**src/rtl/phase_timer.sv**
```systemverilog
// Phase countdown timer for the traffic-light controller: prescales clk to
// one-second ticks, reports expiry, remaining seconds and a blink cadence.
//
// state   | meaning
// --------+-----------------------------------------------------------
// IDLE    | no phase loaded since reset; all outputs low
// RUN     | counting down; t_busy high, t_remaining valid
// EXPIRED | phase finished (or loaded with 0); t_done and t_flicker high
module phase_timer #(
    parameter int CLK_PER_SEC    = 50_000_000,
    parameter int FLICKER_WINDOW = 5,
    parameter int FLICKER_HALF   = CLK_PER_SEC / 4
) (
    input  logic       clk,
    input  logic       reset,
    input  logic       t_start,
    input  logic [4:0] t_length,
    output logic       t_done,
    output logic       t_flicker,
    output logic [4:0] t_remaining,
    output logic       t_busy
);

    localparam int CPS_EFF = (CLK_PER_SEC < 1) ? 1 : CLK_PER_SEC;
    localparam int FH_EFF  = (FLICKER_HALF < 1) ? 1 : FLICKER_HALF;
    localparam int PW      = (CPS_EFF > 1) ? $clog2(CPS_EFF) : 1;
    localparam int HW      = (FH_EFF > 1) ? $clog2(FH_EFF) : 1;

    localparam logic [PW-1:0] PRESC_MAX = PW'(CPS_EFF - 1);
    localparam logic [HW-1:0] HALF_MAX  = HW'(FH_EFF - 1);
    localparam logic [4:0]    WIN_TOP   = 5'(FLICKER_WINDOW);

    typedef enum logic [1:0] {
        IDLE    = 2'd0,
        RUN     = 2'd1,
        EXPIRED = 2'd2
    } state_t;

    state_t        state_q, state_d;
    logic [PW-1:0] presc_q, presc_d;
    logic [4:0]    rem_q, rem_d;
    logic [HW-1:0] half_q, half_d;
    logic          phase_q, phase_d;

    logic          t_done_q, t_done_d;
    logic          t_flicker_q, t_flicker_d;
    logic [4:0]    t_remaining_q, t_remaining_d;
    logic          t_busy_q, t_busy_d;

    logic          win_q, win_d;

    function automatic logic in_window(input logic [4:0] r);
        return (r != 5'd0) && (r <= WIN_TOP);
    endfunction

    always_comb begin
        state_d = state_q;
        presc_d = presc_q;
        rem_d   = rem_q;
        half_d  = half_q;
        phase_d = phase_q;

        // A load wins over any tick or expiry in the same cycle.
        if (t_start) begin
            rem_d   = t_length;
            presc_d = '0;
            state_d = (t_length == 5'd0) ? EXPIRED : RUN;
        end else if (state_q == RUN) begin
            if (presc_q == PRESC_MAX) begin
                presc_d = '0;
                if (rem_q != 5'd0) begin
                    rem_d = rem_q - 5'd1;
                end
                if (rem_q <= 5'd1) begin
                    state_d = EXPIRED;
                end
            end else begin
                presc_d = presc_q + 1'b1;
            end
        end

        if (state_d != RUN) begin
            rem_d = 5'd0;
        end

        win_q = (state_q == RUN) && in_window(rem_q);
        win_d = (state_d == RUN) && in_window(rem_d);

        // Phase restarts high only on entry; later second ticks leave it alone.
        if (!win_d) begin
            phase_d = 1'b0;
            half_d  = '0;
        end else if (t_start || !win_q) begin
            phase_d = 1'b1;
            half_d  = '0;
        end else if (half_q == HALF_MAX) begin
            phase_d = ~phase_q;
            half_d  = '0;
        end else begin
            half_d  = half_q + 1'b1;
        end

        t_busy_d      = (state_d == RUN);
        t_done_d      = (state_d == EXPIRED);
        t_remaining_d = (state_d == RUN) ? rem_d : 5'd0;
        if (state_d == EXPIRED) begin
            t_flicker_d = 1'b1;
        end else begin
            t_flicker_d = win_d & phase_d;
        end
    end

    always_ff @(posedge clk or posedge reset) begin
        if (reset) begin
            state_q       <= IDLE;
            presc_q       <= '0;
            rem_q         <= 5'd0;
            half_q        <= '0;
            phase_q       <= 1'b0;
            t_done_q      <= 1'b0;
            t_flicker_q   <= 1'b0;
            t_remaining_q <= 5'd0;
            t_busy_q      <= 1'b0;
        end else begin
            state_q       <= state_d;
            presc_q       <= presc_d;
            rem_q         <= rem_d;
            half_q        <= half_d;
            phase_q       <= phase_d;
            t_done_q      <= t_done_d;
            t_flicker_q   <= t_flicker_d;
            t_remaining_q <= t_remaining_d;
            t_busy_q      <= t_busy_d;
        end
    end

    assign t_done      = t_done_q;
    assign t_flicker   = t_flicker_q;
    assign t_remaining = t_remaining_q;
    assign t_busy      = t_busy_q;

endmodule

```
**config.mk**
```make
export PLATFORM = sky130hd
export DESIGN_NAME = phase_timer
export DESIGN_NICKNAME = d
export VERILOG_FILES = /design/src/rtl/phase_timer.sv
export SDC_FILE = /design/constraint.sdc
export NUM_CORES = 1
export LEC_CHECK = 0
export BUFFER_PORTS_ARGS = -buffer_cell sky130_fd_sc_hd__buf_4
export CAP_MARGIN = 10
export CORE_MARGIN = 2
export CORE_UTILIZATION = 35
export CTS_BUF_LIST = sky130_fd_sc_hd__clkbuf_8 sky130_fd_sc_hd__clkbuf_16
export CTS_CLUSTER_DIAMETER = 60
export DETAILED_ROUTE_END_ITERATION = 16
export SLEW_MARGIN = 20
export SYNTH_ARGS = -nofsm -noshare
export SYNTH_HDL_FRONTEND = slang
export SYNTH_SLANG_ARGS = --single-unit
```
**constraint.sdc**
```tcl
create_clock -name clk -period 3.3 [get_ports clk]
set_clock_uncertainty 0.2 [all_clocks]
set_input_delay 0.66 -clock clk [delete_from_list [all_inputs] [get_ports clk]]
set_output_delay 0.66 -clock clk [all_outputs]
set_load 0.005 [all_outputs]
```
==> key figures, run 1 <==
Run status
  – Status: complete, no violations

CTS
  – CTS buffer count: 9
  – Number of post-CTS setup repair buffers: 0
  – CTS Buffer Depth: 2
  – TritonCTS clock tree: yes
  – Clock Sinks: 62
  – # H-tree levels: 3
  – Clk pin slew, worst setup/hold paths: approximately 0.070 ns
  – Root Driver: clkbuf_8
  – Worst-Skew Late Latency: 0.35 ns

Route
  – Met3 WL: 360 um
  – Antenna-violating nets left: 0
  – Routed len/inst: 14.7 um
  – Met2 Wirelength: roughly 3400 um
  – DRT Wirelength: 7940 um
  – Routed via count: 2893
  – Wl on met1: about 4000 um
  – Initial DRT Pass Iterations: 4
  – DR iter-0 viols: between 200 and 300
  – Drt drc: 0
  – Vias/cell: 5.36
  – DR top layer: met4

Finish
  – Most frequent cells in the layout: dfrtp_1 (62), nor2_1 (44), nand2_1 (29), buf_4 (24)
  – Area Overhead vs Synth: 12.2%
  – Diodes inserted: 0
  – Layout cells sized above 1: between 10% and 20%
  – Commonest non-fill, non-tap cell in the layout: dfrtp_1
  – Layout Nets: 413
  – Fillers: 1010

Synthesis
  – Yosys reg bits: a little over 60
  – Main synth FF type: dfrtp_1
  – Synthesis warning total: 0
  – Mapped Area: 3610 um2
  – Top post-synthesis cells by area: dfrtp_1 (43%), xor2_1 (5.3%), nor2_1 (4.6%)
  – Cell count after synthesis: 378
  – Asr flop ratio synth: 100%
  – Sequential area share after synthesis: between 40 and 50%
  – Number of synthesized flops with an enable pin: 0
  – Post-synth top area share: 43.0%
  – Syn Nets: 391
  – Synth area leader: dfrtp_1
  – Syn Area/Cell: ~9.5 um2
  – Unique masters post-synth: 57

Floorplanning
  – Initial Util: 35.4%
  – Ports: 16
  – Num rows: 37
  – Die Y: 106 um
  – Die width: about 110 um
  – CORE AREA: approximately 10000 um2
  – Die area: 11100 um2

Global routing
  – Global route overflow: 0
  – Overall Global Routing Usage: between 15 and 20%
  – Largest net degree at the start of global routing: 32
  – First-pass GRT wire length: 13900 um
  – Initial antenna violation count: 0
  – Vias in the first global route: 2790

Worst setup path
  – Critical Path AT: 3.08 ns
  – Worst-path maximum fanout: 19
  – Worst setup EP type: register
  – CP Launch Type: register
  – CP Data Required Time: about 3.3 ns
  – CP Launch Point: presc_q[16]
  – Reg2reg start: presc_q[16]
  – WS Path Type: reg2reg

Timing
  – Setup tns final: 0 ns
  – Final setup vio count: 0
  – Fmax: between 0.3 and 0.4 GHz
  – Slew @ Worst Pin: 0.661 ns
  – RSZ-0062 raised after global routing: false
  – Final period util: 92.1%
  – Final Hold Viols: 0
  – Slew headroom: approximately 56%
  – Minimum clock period: 3.04 ns
  – Max-slew violation count: 0

Pwr
  – Worst vdd ir: 0.177 mV
  – Final Power: 1.54 mW
  – Power per cell area: ~380 nW/um2
  – Leakage power: 1.55 nW

Worst hold path
  – Hold Crit Class: in2async

Place
  – PortBufs: 15
  – RePlAce Congestion: between 0.8 and 0.9
  – Detailed placement HPWL: 5740 um

Flow run
  – Max cap viols: 0
cells by family (layout without fill, tap and decap cells):
family	count (synthesis)	count (layout)	synth area share, %
simple gates	198	198	31.9
compound gates	41	41	8.67
fa+ha+maj	5	5	1.73
buf+inv	30	56	4.37
xor+xnor	40	40	9.71
flops	62	62	43.0
mux	2	2	0.589
final timing paths:
check,to,slack [ns],depth (start not counted)
max,half_q[5],0.26,6
min,half_q[6],0.21,2
max reg2reg,half_q[5],0.26,6
min reg2reg,presc_q[1],0.33,2
max in group asynchronous,half_q[3],1.99,3
min in group clk,presc_q[1],0.33,2
state kept, by name (all words and copies together) (netlist names):
name,flops
presc_q,26
rem_q,5
t_flicker,1
t_done,1
t_remaining,1
t_busy,1
phase_q,1
state_q,2
half_q,24
Yosys cell counts, drive strengths merged (2+ instances only):
master and count:
dfrtp 62, nor2 44, nand2 29, nor4 26
nand3 22, xor2 22, nor3 18, xnor2 18
inv 15, nand4 14, buf 9, o21ai 9
nor2b 8, a21oi 6, and3 6, or4 6
clkbuf 5, ha 5, a31oi 4, and2 4
nor4b 4, o31ai 3, or3 3, or4b 3
a2111oi 2, a211oi 2, a22o 2, a311o 2
a32oi 2, and4 2, nand2b 2, o311a 2
or2 2
critical path: stages, from the launching register on:
cell and delay (ns):
dfrtp_1 0.43, or4b_4 0.58, or4_4 0.54, o211ai_2 0.19
o311a_4 0.25, nand4b_4 0.36, nor4_1 0.39
layout make-up:
type,count,area (um2),share of cell area (%)
inverter,16,60.1,1.48
clock inverter,6,31.3,0.773
sequential,62,1550,38.3
multi-input combinational,286,1920,47.4
tap,136,170,4.20
clock buffer,9,124,3.06
timing repair buffer,25,191,4.73
power breakdown:
group / internal, mW / leakage [nW] / switching [mW]
combinational: 0.0735 / 0.624 / 0.122
sequential: 0.778 / 0.841 / 0.0217
clock: 0.259 / 0.0858 / 0.282
total: 1.11 / 1.55 / 0.425
what timing repair did:
item                       4_1_cts  5_1_grt
setup endpoints to repair        0        1
hold buffers                     0        0
resized for setup                0        1
routing by layer:
metal | track usage [%] | vias to the layer above
met5 | 0 | -
met3 | 3.28 | 8
met1 | 21.8 | 1398
li1 | - | 1411
met2 | 22.5 | 76
met4 | 7.33 | 0
per-stage QoR:
stage          hold slack (ns)  std cells  utilization (%)  cell area (um2)  setup WS [ns]
2_1_floorplan            0.275        378                -             3610          0.529
3_3_place_gp             0.301        524             38.0             3870          0.343
3_5_place_dp             0.311        524             38.0             3870          0.285
4_1_cts                  0.223        539             39.6             4030          0.274
5_1_grt                  0.261        540             39.7             4050         0.0916
6_report                 0.211        540             39.7             4050          0.261
No activity file was read; power rests on OpenSTA's default activity.
==> run 2, diff against run 1 <==
Settings changed: BUFFER_PORTS_ARGS -buffer_cell sky130_fd_sc_hd__buf_4 to default, DONT_BUFFER_PORTS from default to 1.
==> run 2 against run 1 <==
  * Cell area decreased by 2.2%
  * Final cell count decreased by 3.0%
  * Critical endpoint is now half_q[4]
  * Worst hold slack got worse by 0.12 ns
==> key figures, run 2 (synthesis gave the netlist of run 1 again) <==
Floorplanning
  – Die area: 11100 um2 (unchanged)
  – Initial Util: 35.4% (unchanged)
  – CORE AREA: 10200 um2 (unchanged)
  – Die Y: 106 um (unchanged)
  – Ports: 16 (unchanged)
  – Num rows: 37 (unchanged)
  – Die width: 106 um (unchanged)

Timing
  – Max-slew violation count: 0 (unchanged)
  – Hold WS: 0.0882 ns (-0.123 ns)
  – Slew headroom: 52.9% (-3.0 points)
  – Final setup vio count: 0 (unchanged)
  – Final Hold Viols: 0 (unchanged)
  – Setup tns final: 0 ns (unchanged)
  – Minimum clock period: 3.03 ns (-0.0130 ns)
  – Fmax: 0.330 GHz (+0.43%)
  – Slew @ Worst Pin: 0.702 ns (+0.0411 ns)
  – RSZ-0062 raised after global routing: false
  – Final period util: 91.7% (-0.39 points)

CTS
  – CTS buffer count: 9 (unchanged)
  – CTS Buffer Depth: 2 (unchanged)
  – Root Driver: clkbuf_8
  – Clock Sinks: 62 (unchanged)
  – Number of post-CTS setup repair buffers: 0 (unchanged)
  – Worst-Skew Late Latency: 0.34 ns (about the same)
  – Clk pin slew, worst setup/hold paths: 0.07 ns (about the same)
  – TritonCTS clock tree: yes
  – Post-cts resize count: 0 (unchanged)
  – Hold buffer count at CTS: 0 (unchanged)
  – # H-tree levels: 3 (unchanged)

Worst hold path
  – Hold Crit Class: in2async

Route
  – Antenna-violating nets left: 0 (unchanged)
  – Drt drc: 0 (unchanged)
  – DR iter-0 viols: 192 (-24%)
  – Vias/cell: 5.54 (+3.4%)
  – DRT Wirelength: 7910 um (-0.34%)
  – Routed via count: 2902 (+0.31%)
  – Routed len/inst: 15.1 um (+2.7%)
  – Initial DRT Pass Iterations: 4 (unchanged)

Finish
  – Layout cells sized above 1: 12.6% (-3.7 points)
  – Diodes inserted: 0 (unchanged)
  – Area Overhead vs Synth: 9.71%
  – Most frequent cells in the layout: dfrtp_1 (62), nor2_1 (44), nand2_1 (29), nand3_1 (22), xor2_1 (22)
  – Biggest regs: presc_q x26, half_q x24, rem_q x5
  – Commonest non-fill, non-tap cell in the layout: dfrtp_1
  – Layout Cells excl Fill: 524 (-3.0%)
  – Layout Nets: 397 (-3.9%)
  – Design area: 3960 um2 (-2.2%)
  – Largest register FFs: 26 (unchanged)
  – Most flops, register: presc_q

Worst setup path
  – WS Path Type: reg2reg
  – CP Cell Sequence: or4b_4 -> or4_4 -> nor2_1 -> o311a_2 -> nand4b_4 -> nor4_1
  – Critical Path AT: 3.06 ns (-0.02 ns)
  – CP Launch Type: register
  – CP Buf/Inv Count: 0 (unchanged)
  – Critical path's top delay family: simple AND/OR/NAND/NOR gates
  – Max stage delay on crit path: 0.58 ns (about the same)
  – Slowest-stage cell, CP: or4b_4
  – Worst-path maximum fanout: 19 (unchanged)
  – CP Data Required Time: 3.33 ns (about the same)
  – Worst setup EP type: register

Flow run
  – Max cap viols: 0 (unchanged)

Pwr
  – Worst vdd ir: 0.170 mV (-4.0%)
  – Power per cell area: 409 nW/um2 (+7.8%)
  – Leakage power: 1.49 nW (-4.2%)
  – Final Power: 1.62 mW (+5.5%)

Global routing
  – First-pass GRT wire length: 13800 um (-0.40%)
  – Initial antenna violation count: 0 (unchanged)
  – Overall Global Routing Usage: 15.2% (-0.22 points)
  – Largest net degree at the start of global routing: 32 (unchanged)
  – Global route overflow: 0 (unchanged)
  – Vias in the first global route: 2775 (-0.54%)

Place
  – Cells after DPL: 508 (-3.1%)
  – PortBufs: 0 (-15)
  – Detailed placement HPWL: 5520 um (-3.8%)
  – RePlAce Congestion: 0.856 (-2.4%)
  – Area after DPL: 3750 um2 (-3.1%)

Run status
  – Status: complete, no violations
==> run 2: per-layer routing <==
metal | GRT usage, % | part of all wire (%)
met4 | 5.36 | 1.5
met3 | 2.78 | 5.0
met5 | 0 | 0
met1 | 22.2 | 50
met2 | 22.6 | 44
==> run 2: power by group <==
group	internal (mW)	switching, mW	total [mW]
combinational	0.0582	0.110	0.169
clock	0.360	0.291	0.650
sequential	0.777	0.0231	0.801
==> run 2: final timing paths <==
path / from / to / slack [ns] / depth (start not counted)
setup reg to reg: presc_q[16] / half_q[4] / 0.27 / 6
hold reg to reg: presc_q[1] / presc_q[1] / 0.33 / 2
setup / recovery: presc_q[16] / half_q[4] / 0.27 / 6
min in group clk: t_start / presc_q[6] / 0.19 / 1
hold / removal: reset / half_q[1] / 0.09 / 1
max in group asynchronous: reset / presc_q[23] / 2.00 / 2
==> run 2: final cells by class <==
class,instances,area [um2]
Sequential cell,62,1550
Multi-Input combinational cell,286,1910
Clock buffer,10,138
Fill cell,1006,6230
Inverter,16,60.1
Clock inverter,5,51.3
Tap cell,136,170
Timing Repair Buffer,9,75.1
==> run 2: metrics by stage <==
step / setup slack [ns] / utilization, %
finish: 0.274 / 38.9
global route: 0.0809 / 38.9
CTS: 0.256 / 38.7
detailed placement: 0.261 / 36.9
global placement: 0.364 / 36.9
floorplan: 0.529 / -
==> run 3, diff against run 2 <==
Settings changed: ABC_AREA from default to 1.
==> run 3 against run 2 <==
  * Via count hardly changed
  * Critical path depth is 2 higher
  * Clock power is 21% higher
  * Count of clock-buffer cells in the layout is 1 lower
  * Power is 8.4% higher
  * Sequential power is 1% higher
  * Routed wire length is 2.9% lower
  * Largest cell class unchanged
  * Final cell count is 15% higher
==> key figures, run 3 <==
CTS
  – TritonCTS clock tree: yes
  – Root Driver: clkbuf_8
  – Post-cts resize count: 0 (unchanged)
  – CTS Buffer Depth: 2 (unchanged)
  – CTS buffer count: 9 (unchanged)
  – Worst-Skew Late Latency: 0.35 ns (about the same)
  – Clk pin slew, worst setup/hold paths: 0.07 ns (about the same)
  – Hold buffer count at CTS: 0 (unchanged)
  – Number of post-CTS setup repair buffers: 0 (unchanged)
  – Clock Sinks: 62 (unchanged)
  – # H-tree levels: 3 (unchanged)

Global routing
  – First-pass GRT wire length: 13400 um (-3.2%)
  – Initial antenna violation count: 0 (unchanged)
  – Overall Global Routing Usage: 14.7% (-0.51 points)
  – Largest net degree at the start of global routing: 63 (+97%)
  – Global route overflow: 0 (unchanged)
  – Vias in the first global route: 2822 (+1.7%)

Synthesis
  – Post-synth top area share: 41.0% (-2.0 points)
  – Cell count after synthesis: 456 (+21%)
  – Sequential area share after synthesis: 41.0% (-2.0 points)
  – Most frequent cell after synthesis: nand2_1
  – Synthesis warning total: 0 (unchanged)
  – Synth area leader: dfrtp_1
  – Number of synthesized flops with an enable pin: 0 (unchanged)
  – Top cells by count, synth: nand2_1 (78), dfrtp_1 (62), nor2_1 (57)
  – Asr flop ratio synth: 100% (unchanged)
  – Syn Area/Cell: 8.30 um2 (-13%)
  – Mapped Area: 3790 um2 (+4.9%)
  – Top post-synthesis cells by area: dfrtp_1 (41%), nand2_1 (7.7%), nor2_4 (7.7%)
  – Syn Nets: 469 (+20%)
  – Unique masters post-synth: 39 (-32%)
  – Yosys reg bits: 62 (unchanged)
  – Main synth FF type: dfrtp_1

Timing
  – Max-slew violation count: 0 (unchanged)
  – Slew headroom: 35.5% (-17 points)
  – Setup tns final: 0 ns (unchanged)
  – Setup ws final: 0.622 ns (+0.348 ns)
  – Fmax: 0.373 GHz (+13%)
  – RSZ-0062 raised after global routing: false
  – Final Hold Viols: 0 (unchanged)
  – Final setup vio count: 0 (unchanged)
  – Minimum clock period: 2.68 ns (-0.348 ns)
  – Slew @ Worst Pin: 0.964 ns (+0.262 ns)
  – Final period util: 81.2% (-11 points)

Pwr
  – Combinational Power Share: 9.1% (-1.3 points)
  – Power per cell area: 425 nW/um2 (+3.8%)
  – Internal power: 1.33 mW (+11%)
  – Sw frac: 24.2% (-2.0 points)
  – Worst vdd ir: 0.330 mV (+95%)
  – Psw: 424 uW (about the same)
  – Leakage power: 1.69 nW (+14%)
  – Clock power share: 44.7% (+4.5 points)
  – Share of power burned in registers: 46.2% (-3.2 points)

Finish
  – Fillers: 1059 (+5.3%)
  – Layout cells sized above 1: 15.9% (+3.3 points)
  – Diodes inserted: 0 (unchanged)
  – Biggest regs: presc_q x26, half_q x24, rem_q x5
  – Area Overhead vs Synth: 9.12%
  – Most flops, register: presc_q
  – FF+latch area: 1550 um2 (unchanged)
  – Most frequent cells in the layout: nand2_1 (78), dfrtp_1 (62), nor2_1 (57), inv_1 (56), nand3_1 (27)
  – Largest register FFs: 26 (unchanged)
  – Multi-input combinational cell area: 1920 um2 (+0.33%)
  – Commonest non-fill, non-tap cell in the layout: nand2_1
  – Layout Nets: 473 (+19%)

Floorplanning
  – Num rows: 37 (unchanged)
  – CORE AREA: 10400 um2 (+2.3%)
  – Die width: 108 um (+2.3%)
  – Initial Util: 36.3% (+0.92 points)
  – Ports: 16 (unchanged)
  – Die area: 11700 um2 (+4.7%)
  – Die Y: 108 um (+2.3%)

Route
  – Antenna-violating nets left: 0 (unchanged)
  – Drt drc: 0 (unchanged)
  – Routed len/inst: 12.8 um (-15%)
  – Initial DRT Pass Iterations: 7 (+3)
  – DR iter-0 viols: 147 (-23%)
  – DRT Wirelength: 7680 um (-2.9%)
  – Routed via count: 2903 (+0.034%)
  – Vias/cell: 4.83 (-13%)

Worst setup path
  – CP Cell Sequence: nand2_1 -> inv_1 -> nor2_1 -> inv_1 -> nand3_1 -> nor3_1 -> o21ai_0 -> a21oi_1
  – RR Endpoint: presc_q[24]
  – Worst setup EP type: register
  – Slowest-stage cell, CP: nor2_1
  – Critical path's top delay family: simple AND/OR/NAND/NOR gates
  – CP Buf/Inv Count: 2 (+2)
  – Reg2reg start: state_q[0]
  – Worst-path maximum fanout: 13 (-6)
  – Max stage delay on crit path: 0.76 ns (+0.18 ns)
  – CP Data Required Time: 3.32 ns (about the same)
  – WS Path Type: reg2reg
  – Critical Path AT: 2.70 ns (-0.36 ns)
  – FF-to-FF setup slack: 0.62 ns (+0.35 ns)
  – CP Launch Type: register
  – Top cell by count, worst path: inv_1
  – Reg2Reg Depth: 8 (+2)

Place
  – RePlAce Congestion: 0.881 (+2.9%)
  – Detailed placement HPWL: 5590 um (+1.2%)
  – PortBufs: 0 (unchanged)
  – DP Worst Slack: 0.630 ns (+0.369 ns)

Worst hold path
  – Hold Crit Class: in2async

Flow run
  – Max cap viols: 0 (unchanged)

Run status
  – Status: complete, no violations
run 3: changes by cell type after synthesis, sizes merged, moves of 6 or more:
cell / change
or4: -6
a21oi: +12
nand2: +60
nor4: -18
nor2: +44
nor2b: -8
xnor2: -8
and3: -6
nand3: +10
inv: +44
run 3: worst max path at each step:
stage	start	endpoint	slack (ns)	cells past startpoint
5_1_grt	presc_q[0]	half_q[11]	0.43	14
3_5_place_dp	presc_q[0]	half_q[10]	0.63	15
4_1_cts	presc_q[0]	half_q[10]	0.62	15
6_report	state_q[0]	presc_q[24]	0.62	8
3_3_place_gp	state_q[0]	presc_q[24]	0.69	8
2_1_floorplan	reset	half_q[0]	0.90	1
run 3: cell families (layout without fill, tap and decap cells):
group / Yosys count / count (layout) / share of synthesized area, %
and+or+nand+nor: 246 / 246 / 35.2
buffers and inverters: 70 / 79 / 8.33
DFF: 62 / 62 / 41.0
AOI/OAI and AO/OA: 45 / 45 / 7.34
xor gates and xnor gates: 28 / 28 / 6.48
adders and majority gates: 5 / 5 / 1.65
run 3: per-layer routing:
| layer | vias to the layer above | wire [um] | track usage (%) |
|---|---|---|---|
| met4 | 0 | 113 | 4.95 |
| met3 | 9 | 350 | 4.58 |
| met2 | 54 | 3560 | 22.7 |
| met5 | - | 0 | 0 |
| met1 | 1372 | 3650 | 19.7 |
| li1 | 1468 | - | - |
run 3: final cells by class:
class / count / area share [%]
multi-input cells: 324 / 46.5
flip-flops and latches: 62 / 37.6
inverters: 60 / 5.45
well taps: 136 / 4.12
clock buffers: 9 / 3.00
clock inverters: 7 / 2.57
repair buffers: 3 / 0.848
run 3: power by group through the flow:
stage	registers [mW]	clock network [mW]	logic, mW
3_3_place_gp	0.824	0	0.159
6_report	0.811	0.785	0.159
5_1_grt	0.814	0.843	0.184
3_5_place_dp	0.824	0	0.161
4_1_cts	0.810	0.806	0.162
2_1_floorplan	0.817	0	0.139
run 3: metrics by stage:
stage	utilization [%]	instances	hold WS, ns	total power [mW]	area (um2)
finish	39.7	601	0.225	1.75	4130
global placement	37.5	585	0.256	0.983	3900
detailed placement	37.5	585	0.264	0.985	3900
CTS	39.7	601	0.259	1.78	4130
floorplan	-	456	0.233	0.956	3790
global route	39.7	601	0.290	1.84	4130
